--- src/rtl/mem_arbiter.sv ---
// mem_arbiter: serialises fetch/data requests onto one RAM port (data first), with timeout/error trap.
// Optional one-entry instruction buffer enabled by defining MEM_ARB_IBUF_EN.  Rev 1.0
`default_nettype none

module mem_arbiter #(
  parameter int TIMEOUT = 15,
  parameter int CNT_W   = 4
) (
  input  logic        CLK,
  input  logic        RST,
  input  logic        iREN,
  input  logic [31:0] iaddr,
  output logic        ihit,
  output logic [31:0] iload,
  input  logic        dREN,
  input  logic        dWEN,
  input  logic [31:0] daddr,
  input  logic [31:0] dstore,
  output logic        dhit,
  output logic [31:0] dload,
  output logic        ramREN,
  output logic        ramWEN,
  output logic [31:0] ramaddr,
  output logic [31:0] ramstore,
  input  logic [31:0] ramload,
  input  logic [1:0]  ramstate,
  output logic        mem_err
);

  localparam logic [1:0]       RAM_ACCESS = 2'd2;
  localparam logic [1:0]       RAM_ERROR  = 2'd3;
  localparam logic [CNT_W-1:0] CNT_LAST   = CNT_W'(TIMEOUT - 1);

  typedef enum logic [2:0] {
    IDLE = 3'd0,
    DACC = 3'd1,
    IACC = 3'd2,
    RESP = 3'd3,
    ERR  = 3'd4
  } state_t;

  state_t           state;
  logic [29:0]      word_q;
  logic [31:0]      data_q;
  logic             wr_q;
  logic [CNT_W-1:0] cnt;

`ifdef MEM_ARB_IBUF_EN
  logic        ib_valid;
  logic [31:0] ib_tag;
  logic [31:0] ib_data;
  logic [1:0]  lo_q;
`endif

  // Byte-offset bits never reach the word-aligned RAM address.
  logic unused_lo;
  assign unused_lo = ^{daddr[1:0], iaddr[1:0]};

  // Enables follow state directly so an asynchronous reset drops them at once.
  assign ramREN   = (state == IACC) || (state == DACC && !wr_q);
  assign ramWEN   = (state == DACC) && wr_q;
  assign ramaddr  = (state == IACC || state == DACC) ? {word_q, 2'b00} : 32'd0;
  assign ramstore = ramWEN ? data_q : 32'd0;

  always_ff @(posedge CLK or posedge RST) begin
    if (RST) begin
      state    <= IDLE;
      word_q   <= '0;
      data_q   <= '0;
      wr_q     <= 1'b0;
      cnt      <= '0;
      ihit     <= 1'b0;
      dhit     <= 1'b0;
      iload    <= '0;
      dload    <= '0;
      mem_err  <= 1'b0;
`ifdef MEM_ARB_IBUF_EN
      ib_valid <= 1'b0;
      ib_tag   <= '0;
      ib_data  <= '0;
      lo_q     <= '0;
`endif
    end else begin
      ihit  <= 1'b0;
      dhit  <= 1'b0;
      iload <= '0;
      dload <= '0;
      case (state)
        IDLE: begin
          if (dREN || dWEN) begin
            word_q <= daddr[31:2];
            data_q <= dstore;
            wr_q   <= dWEN;
            cnt    <= '0;
            state  <= DACC;
          end else if (iREN) begin
`ifdef MEM_ARB_IBUF_EN
            if (ib_valid && iaddr == ib_tag) begin
              ihit  <= 1'b1;
              iload <= ib_data;
              state <= RESP;
            end else
`endif
            begin
              word_q <= iaddr[31:2];
`ifdef MEM_ARB_IBUF_EN
              lo_q   <= iaddr[1:0];
`endif
              cnt    <= '0;
              state  <= IACC;
            end
          end
        end
        DACC, IACC: begin
          if (ramstate == RAM_ACCESS) begin
            state <= RESP;
            if (state == IACC) begin
              ihit  <= 1'b1;
              iload <= ramload;
`ifdef MEM_ARB_IBUF_EN
              ib_valid <= 1'b1;
              ib_tag   <= {word_q, lo_q};
              ib_data  <= ramload;
`endif
            end else begin
              dhit  <= 1'b1;
              dload <= wr_q ? 32'd0 : ramload;
`ifdef MEM_ARB_IBUF_EN
              if (wr_q && word_q == ib_tag[31:2])
                ib_valid <= 1'b0;
`endif
            end
          end else if (ramstate == RAM_ERROR || cnt == CNT_LAST) begin
            state   <= ERR;
            mem_err <= 1'b1;
          end else begin
            cnt <= cnt + 1'b1;
          end
        end
        RESP:    state <= IDLE;
        ERR:     state <= ERR;
        default: state <= IDLE;
      endcase
    end
  end

endmodule

`default_nettype wire

--- config.mk ---
export PLATFORM = sky130hd
export DESIGN_NAME = mem_arbiter
export DESIGN_NICKNAME = d
export VERILOG_FILES = /design/src/rtl/mem_arbiter.sv
export SDC_FILE = /design/constraint.sdc
export NUM_CORES = 1
export LEC_CHECK = 0
export CAP_MARGIN = 10
export CORE_AREA = 2 2 126 128
export CTS_BUF_LIST = sky130_fd_sc_hd__clkbuf_8
export CTS_CLUSTER_DIAMETER = 120
export CTS_CLUSTER_SIZE = 16
export DETAILED_ROUTE_END_ITERATION = 16
export DIE_AREA = 0 0 128 130
export PLACE_DENSITY = 0.78
export SYNTH_ARGS = -nofsm -noshare
export SYNTH_HDL_FRONTEND = slang
export SYNTH_SLANG_ARGS = --single-unit
--- constraint.sdc ---
create_clock -name CLK -period 4.8 [get_ports CLK]
set_input_delay 0.96 -clock CLK [delete_from_list [all_inputs] [get_ports CLK]]
set_output_delay 0.96 -clock CLK [all_outputs]
set_load 0.05 [all_outputs]
==> results by group, run 1 <==
Run status
  • Result of the run: complete, no violations

Detailed routing
  • Antenna Violating Nets Remaining: 0
  • Initial DRC Count: 318
  • WL/cell: 16.9 um
  • Via count: 4803
  • WL final: 15.9 mm
  • Via density: 5.12
  • DRT Pass-1 Iters: 4
  • Post-route DRC violation count: 0

Critical path
  • CP top delay family: XOR/XNOR gates
  • CP peak stage delay: 910 ps
  • WP data required: 3840 ps
  • Worst EP arrival: 3050 ps
  • Reg-to-reg setup timing slack: 2230 ps
  • FF-to-FF path depth: 5
  • Critical path peak fanout: 32
  • Critical Path Source Type: flop
  • R2R Path Start: state[2]
  • Crit end category: primary output
  • Worst R2R End: word_q[6]
  • CP Class: flop to primary output
  • CP Cell Sequence: xor2_2 > and3_1 > clkdlybuf4s50_1
  • Buf+Inv Stages, Crit Path: 1
  • Worst path slowest cell: xor2_2

Global routing
  • Global-route wire length before repair: 24.8 mm
  • Global route total overflow: 0
  • Vias in the first global route: 4776
  • GRT Util Overall: 0.192
  • Largest net degree at the start of global routing: 78
  • Initial antenna violation count: 1

Power
  • Leak: 4.24 nW
  • Power per cell area: 619 nW/um2
  • Peak supply drop: 0.388 mV

Synthesis
  • Largest family of logic cells by synthesized area: simple AND/OR/NAND/NOR gates
  • Cell Area, Synth: 5890 um2
  • Synth cell count leaders: dfrtp_1 (137), and3_1 (96), a21oi_1 (60)
  • Post-synthesis compound-gate area fraction: 0.0747
  • Top cells by area, synth: dfrtp_1 (58%), and3_1 (10%), mux2_4 (7.4%), a21oi_1 (5.1%), mux2i_1 (4.9%)
  • Share of the synthesized area in the top cell type: 0.582
  • Post-synth ARST share: 1.00
  • Ys flop type: dfrtp_1
  • Synthesis Warnings: 0
  • Mapped Cells: 485
  • Seq/Total Area, Yosys: 0.582
  • Post-synth EDFFs: 0
  • Most frequent cell after synthesis: dfrtp_1
  • Synth Area in XOR/XNOR: 0.00149
  • Cell variety after synth: 39
  • Simple logic cell fraction of the synthesized area: 0.162
  • Avg Inst Size Synth: 12.2 um2
  • Mux contribution to synthesized area: 0.133
  • Synthesized flop and latch total: 137
  • Cell accounting for the most synthesized area: dfrtp_1
  • Post-synthesis adder-cell area fraction: 0.00425

Place
  • Post-DP Area: 8660 um2
  • Placed wire-length estimate: 11.1 mm
  • GP Congestion: 0.738
  • Port Buffers: 261

Final layout
  • Register area: 3430 um2
  • Final-stage net count: 869
  • Filler instances: 1271
  • Design Area, Final: 9100 um2
  • Multi-input gate area: 2260 um2
  • Area Growth Syn to Fin: 54.4%
  • Share of layout cells above drive strength 1: 0.113
  • Fin util: 0.590

Timing
  • Count of final max-slew check failures: 0
  • Crit share post-route: 0.834
  • Fin Setup TNS: 0 ps
  • Max-slew headroom: 0.238
  • Unrepaired setup endpoints after global routing: no
  • Setup-failing EPs final: 0
  • Final worst path period need: 4010 ps
  • Slew @ Worst Pin: 1140 ps
  • FMAX: 0.250 GHz
  • Smallest hold slack: 466 ps
  • Worst Skew: 8.13 ps
  • Final hold vios: 0

Floorplanning
  • Area of the die: 16600 um2
  • I/O Pins: 268
  • Die Y: 130 um
  • Total core area: 15400 um2
  • Die width: 128 um
  • Initial Util: 0.382
  • Row cnt: 46

Clock network
  • CTS resizes: 0
  • CTS Hold Bufs: 0
  • TritonCTS clock tree: yes
  • CTS max path bufs: 2
  • Cts bufs inserted: 17
  • Worst-skew pair later-pin latency: 430 ps
  • Post-CTS setup buffers: 0
  • H-tree levels: 4
  • CTS Sinks: 137
  • Clock slew at reported path FFs: 70 ps
  • Clk root buf: clkbuf_8

Hold path
  • Worst Hold Launch: mem_err
  • Worst min-delay path category: flop to flop
  • Hold Crit Endpoint: mem_err
  • Hold path cells: 1

Run
  • Max Cap Viol: 0
==> layout by cell type (no fill, tap or decap), types with 5 or more instances in the layout <==
master	instances
mux2_2	5
buf_4	11
and2_1	35
dfrtp_1	137
inv_1	8
a21oi_1	60
clkbuf_8	19
clkdlybuf4s50_1	261
and3_1	96
mux2i_1	29
mux2_4	29
==> area by class of cell <==
class,instances,share of cell area
inverters,7,0.00344
well taps,192,0.0264
diodes,1,0.000275
flip-flops and latches,137,0.377
multi-input cells,297,0.249
repair buffers,272,0.296
clock buffers,19,0.0287
clock inverters,13,0.0195
==> routing by layer <==
metal / share of wire / global-route usage
met1: 0.40 / 0.229
met2: 0.51 / 0.332
met3: 0.062 / 0.0463
met5: 0 / 0
met4: 0.029 / 0.0899
==> registers in the layout, indices dropped and copies added, names as in the netlist <==
signal,count
dload,32
dhit,1
word_q,30
data_q,32
mem_err,1
ihit,1
iload,32
cnt,4
state,3
wr_q,1
==> metrics by stage <==
step                      power (mW)  setup slack [ps]  instances
final                           5.63               794        938
after global routing            5.92               584        938
after CTS                       5.67               771        937
after detailed placement        4.62              1260        905
after global placement          4.55              1290        905
after floorplan                 3.71               172        486
==> power breakdown <==
| group | internal (mW) | switching (mW) |
|---|---|---|
| Sequential | 1.48 | 0.199 |
| Clock | 0.590 | 0.435 |
| Combinational | 1.14 | 1.78 |
==> cells by family (layout without fill, tap and decap cells) <==
| kind of cell | Yosys count | count (layout) |
|---|---|---|
| buf+inv | 52 | 311 |
| compound gates | 78 | 78 |
| other cells | 1 | 3 |
| flops | 137 | 137 |
| fa+ha+maj | 2 | 2 |
| simple gates | 151 | 151 |
| xor+xnor | 1 | 1 |
| mux | 63 | 63 |
==> worst register-to-register path: stages (launching register included) <==
cell and delay (ps):
dfrtp_1 500, nor3_4 540, buf_4 370, and2_1 620, buf_4 330, a21oi_1 90
==> how the worst max path moves through the flow <==
stage / startpoint / end / depth (start not counted)
after floorplan: RST / cnt[0] / 1
after CTS: state[0] / ramaddr[22] / 3
after detailed placement: state[0] / ramaddr[22] / 3
final: state[0] / ramaddr[22] / 3
after global routing: state[0] / ramaddr[3] / 3
after global placement: state[0] / ramaddr[4] / 3
Power figures use the tool's default switching activity.
==> run 2: changes to the inputs <==
==> constraint.sdc (replaced) <==
create_clock -name CLK -period 3.4 [get_ports CLK]
set_input_delay 0.68 -clock CLK [delete_from_list [all_inputs] [get_ports CLK]]
set_output_delay 0.68 -clock CLK [all_outputs]
set_load 0.05 [all_outputs]
==> run 2 against run 1 <==
Compared with the run above:
- sequential cell count stayed put
- clock power is 47% higher
- clock skew is 5.7 ps higher
- sequential power is 42% higher
- critical path type unchanged
- largest cell class unchanged
==> results by group, run 2 (synthesis results as in run 1) <==
Run status
  • Result of the run: complete, no violations

Global routing
  • Initial antenna violation count: 1
  • Global-route wire length before repair: 24.6 mm
  • Largest net degree at the start of global routing: 70
  • GRT Util Overall: 0.190
  • Vias in the first global route: 4898
  • Global route total overflow: 0

Timing
  • Smallest hold slack: 473 ps
  • Unrepaired setup endpoints after global routing: no
  • Final hold vios: 0
  • Worst Skew: 13.9 ps
  • Crit share post-route: 0.959
  • Final worst path period need: 3260 ps
  • Fin Setup TNS: 0 ps
  • Max-slew headroom: 0.571
  • Setup-failing EPs final: 0
  • Slew @ Worst Pin: 643 ps
  • FMAX: 0.307 GHz
  • Count of final max-slew check failures: 0

Critical path
  • Worst R2R End: word_q[10]
  • CP Cell Sequence: xor2_2 > buf_4 > and3_1 > clkdlybuf4s50_1
  • Buf+Inv Stages, Crit Path: 2
  • Critical Path Source Type: flop
  • CP peak stage delay: 810 ps
  • WP data required: 2720 ps
  • FF-to-FF path depth: 4
  • CP top delay family: buffers and inverters
  • Worst path slowest cell: clkdlybuf4s50_1
  • Crit end category: primary output
  • Worst EP arrival: 2580 ps
  • Critical path peak fanout: 41
  • CP Class: flop to primary output
  • Reg-to-reg setup timing slack: 1190 ps
  • R2R Path Start: state[1]

Detailed routing
  • DRT Pass-1 Iters: 6
  • Initial DRC Count: 270
  • Top Layer Used: met4
  • Antenna Violating Nets Remaining: 0
  • Via density: 5.05
  • Routed length on met3: 997 um
  • WL final: 15.8 mm
  • Met1 Wirelength: 6.30 mm
  • Post-route DRC violation count: 0
  • Met2 WL post-DR: 8.02 mm
  • Via count: 4749
  • WL/cell: 16.8 um

Run
  • Max Cap Viol: 0

Final layout
  • Share of layout cells above drive strength 1: 0.122
  • Design Area, Final: 9170 um2
  • Biggest regs: data_q (32), dload (32), iload (32)
  • Non-Filler Instances: 941
  • Most common cell after layout, fill and taps aside: clkdlybuf4s50_1
  • Final-stage net count: 873
  • Most frequent cells in the layout: clkdlybuf4s50_1 (258), dfrtp_1 (136), and3_1 (96), a21oi_1 (60), and2_1 (35)
  • Area Growth Syn to Fin: 55.6%

Hold path
  • Hold Crit Endpoint: mem_err
  • Worst Hold Launch: mem_err
  • Worst min-delay path category: flop to flop
  • Hold path cells: 1

Power
  • Seq pwr share: 0.297
  • Peak supply drop: 0.570 mV
  • Power per cell area: 874 nW/um2
  • Psw: 3.40 mW
  • Sw Share: 0.425
  • Internal power: 4.61 mW
  • Leak: 4.30 nW
  • Comb pwr share: 0.516
  • Clock power frac: 0.187

Clock network
  • Cts bufs inserted: 17
  • Clk root buf: clkbuf_8
  • TritonCTS clock tree: yes
  • CTS Hold Bufs: 0
  • CTS max path bufs: 2
  • CTS Sinks: 137
  • H-tree levels: 4
  • Clock slew at reported path FFs: 70 ps
  • Worst-skew pair later-pin latency: 440 ps

Floorplanning
  • Total core area: 15400 um2
  • Die width: 128 um
  • Die Y: 130 um
  • Initial Util: 0.382
  • Row cnt: 46
  • I/O Pins: 268
  • Area of the die: 16600 um2

Place
  • GP Congestion: 0.772
  • Post-DP Area: 8710 um2
  • Placed wire-length estimate: 11.4 mm
  • Inst Count DP: 909
  • Port Buffers: 261
run 2: layer usage:
metal	global-route usage	vias to the layer above
met4	0.0944	0
met2	0.327	203
met1	0.220	2313
met5	0	-
li1	-	2200
met3	0.0545	33
run 2: per-stage QoR:
stage	setup WS (ps)	power [mW]	utilization
finish	139	8.01	0.595
global route	2.65	8.43	0.595
CTS	52.5	8.07	0.594
detailed placement	549	6.53	0.565
global placement	580	6.43	0.565
floorplan	788	5.24	-
run 2: how the worst max path moves through the flow:
stage	start	to	slack, ps	depth (start not counted)
after floorplan	state[2]	ramstore[22]	790	5
after global placement	state[2]	ramaddr[31]	580	3
after detailed placement	state[2]	ramaddr[31]	550	3
after CTS	state[2]	ramaddr[13]	50	3
after global routing	state[1]	ramstore[15]	3	5
final	state[0]	ramaddr[13]	140	4
run 2: cell type report:
cell class                 count  area (um2)
timing repair buffer         276        2750
multi-input combinational    297        2260
inverter                       7        33.8
tap                          192         240
antenna                        1        2.50
fill                        1248        6250
clock buffer                  18         248
clock inverter                13         201
sequential                   137        3430
run 2: power groups by stage:
stage | registers, mW | clock network (mW) | logic, mW
floorplan | 2.41 | 0 | 2.83
global placement | 2.37 | 0 | 4.06
detailed placement | 2.40 | 0 | 4.14
CTS | 2.37 | 1.54 | 4.16
global route | 2.43 | 1.62 | 4.37
finish | 2.38 | 1.50 | 4.14
run 2: what timing repair did:
| action | 4_1_cts | 5_1_grt |
|---|---|---|
| resized for setup | 0 | 4 |
| setup endpoints to repair | 0 | 30 |
| buffers inserted | 0 | 0 |
run 2: worst reg2reg max path: cells and delay by family, from the launching register on:
kind | cells | cell delay, ps
flip-flops | 1 | 510
buffers and inverters | 1 | 310
AO/OA/AOI/OAI | 1 | 90
AND/OR/NAND/NOR | 2 | 1180
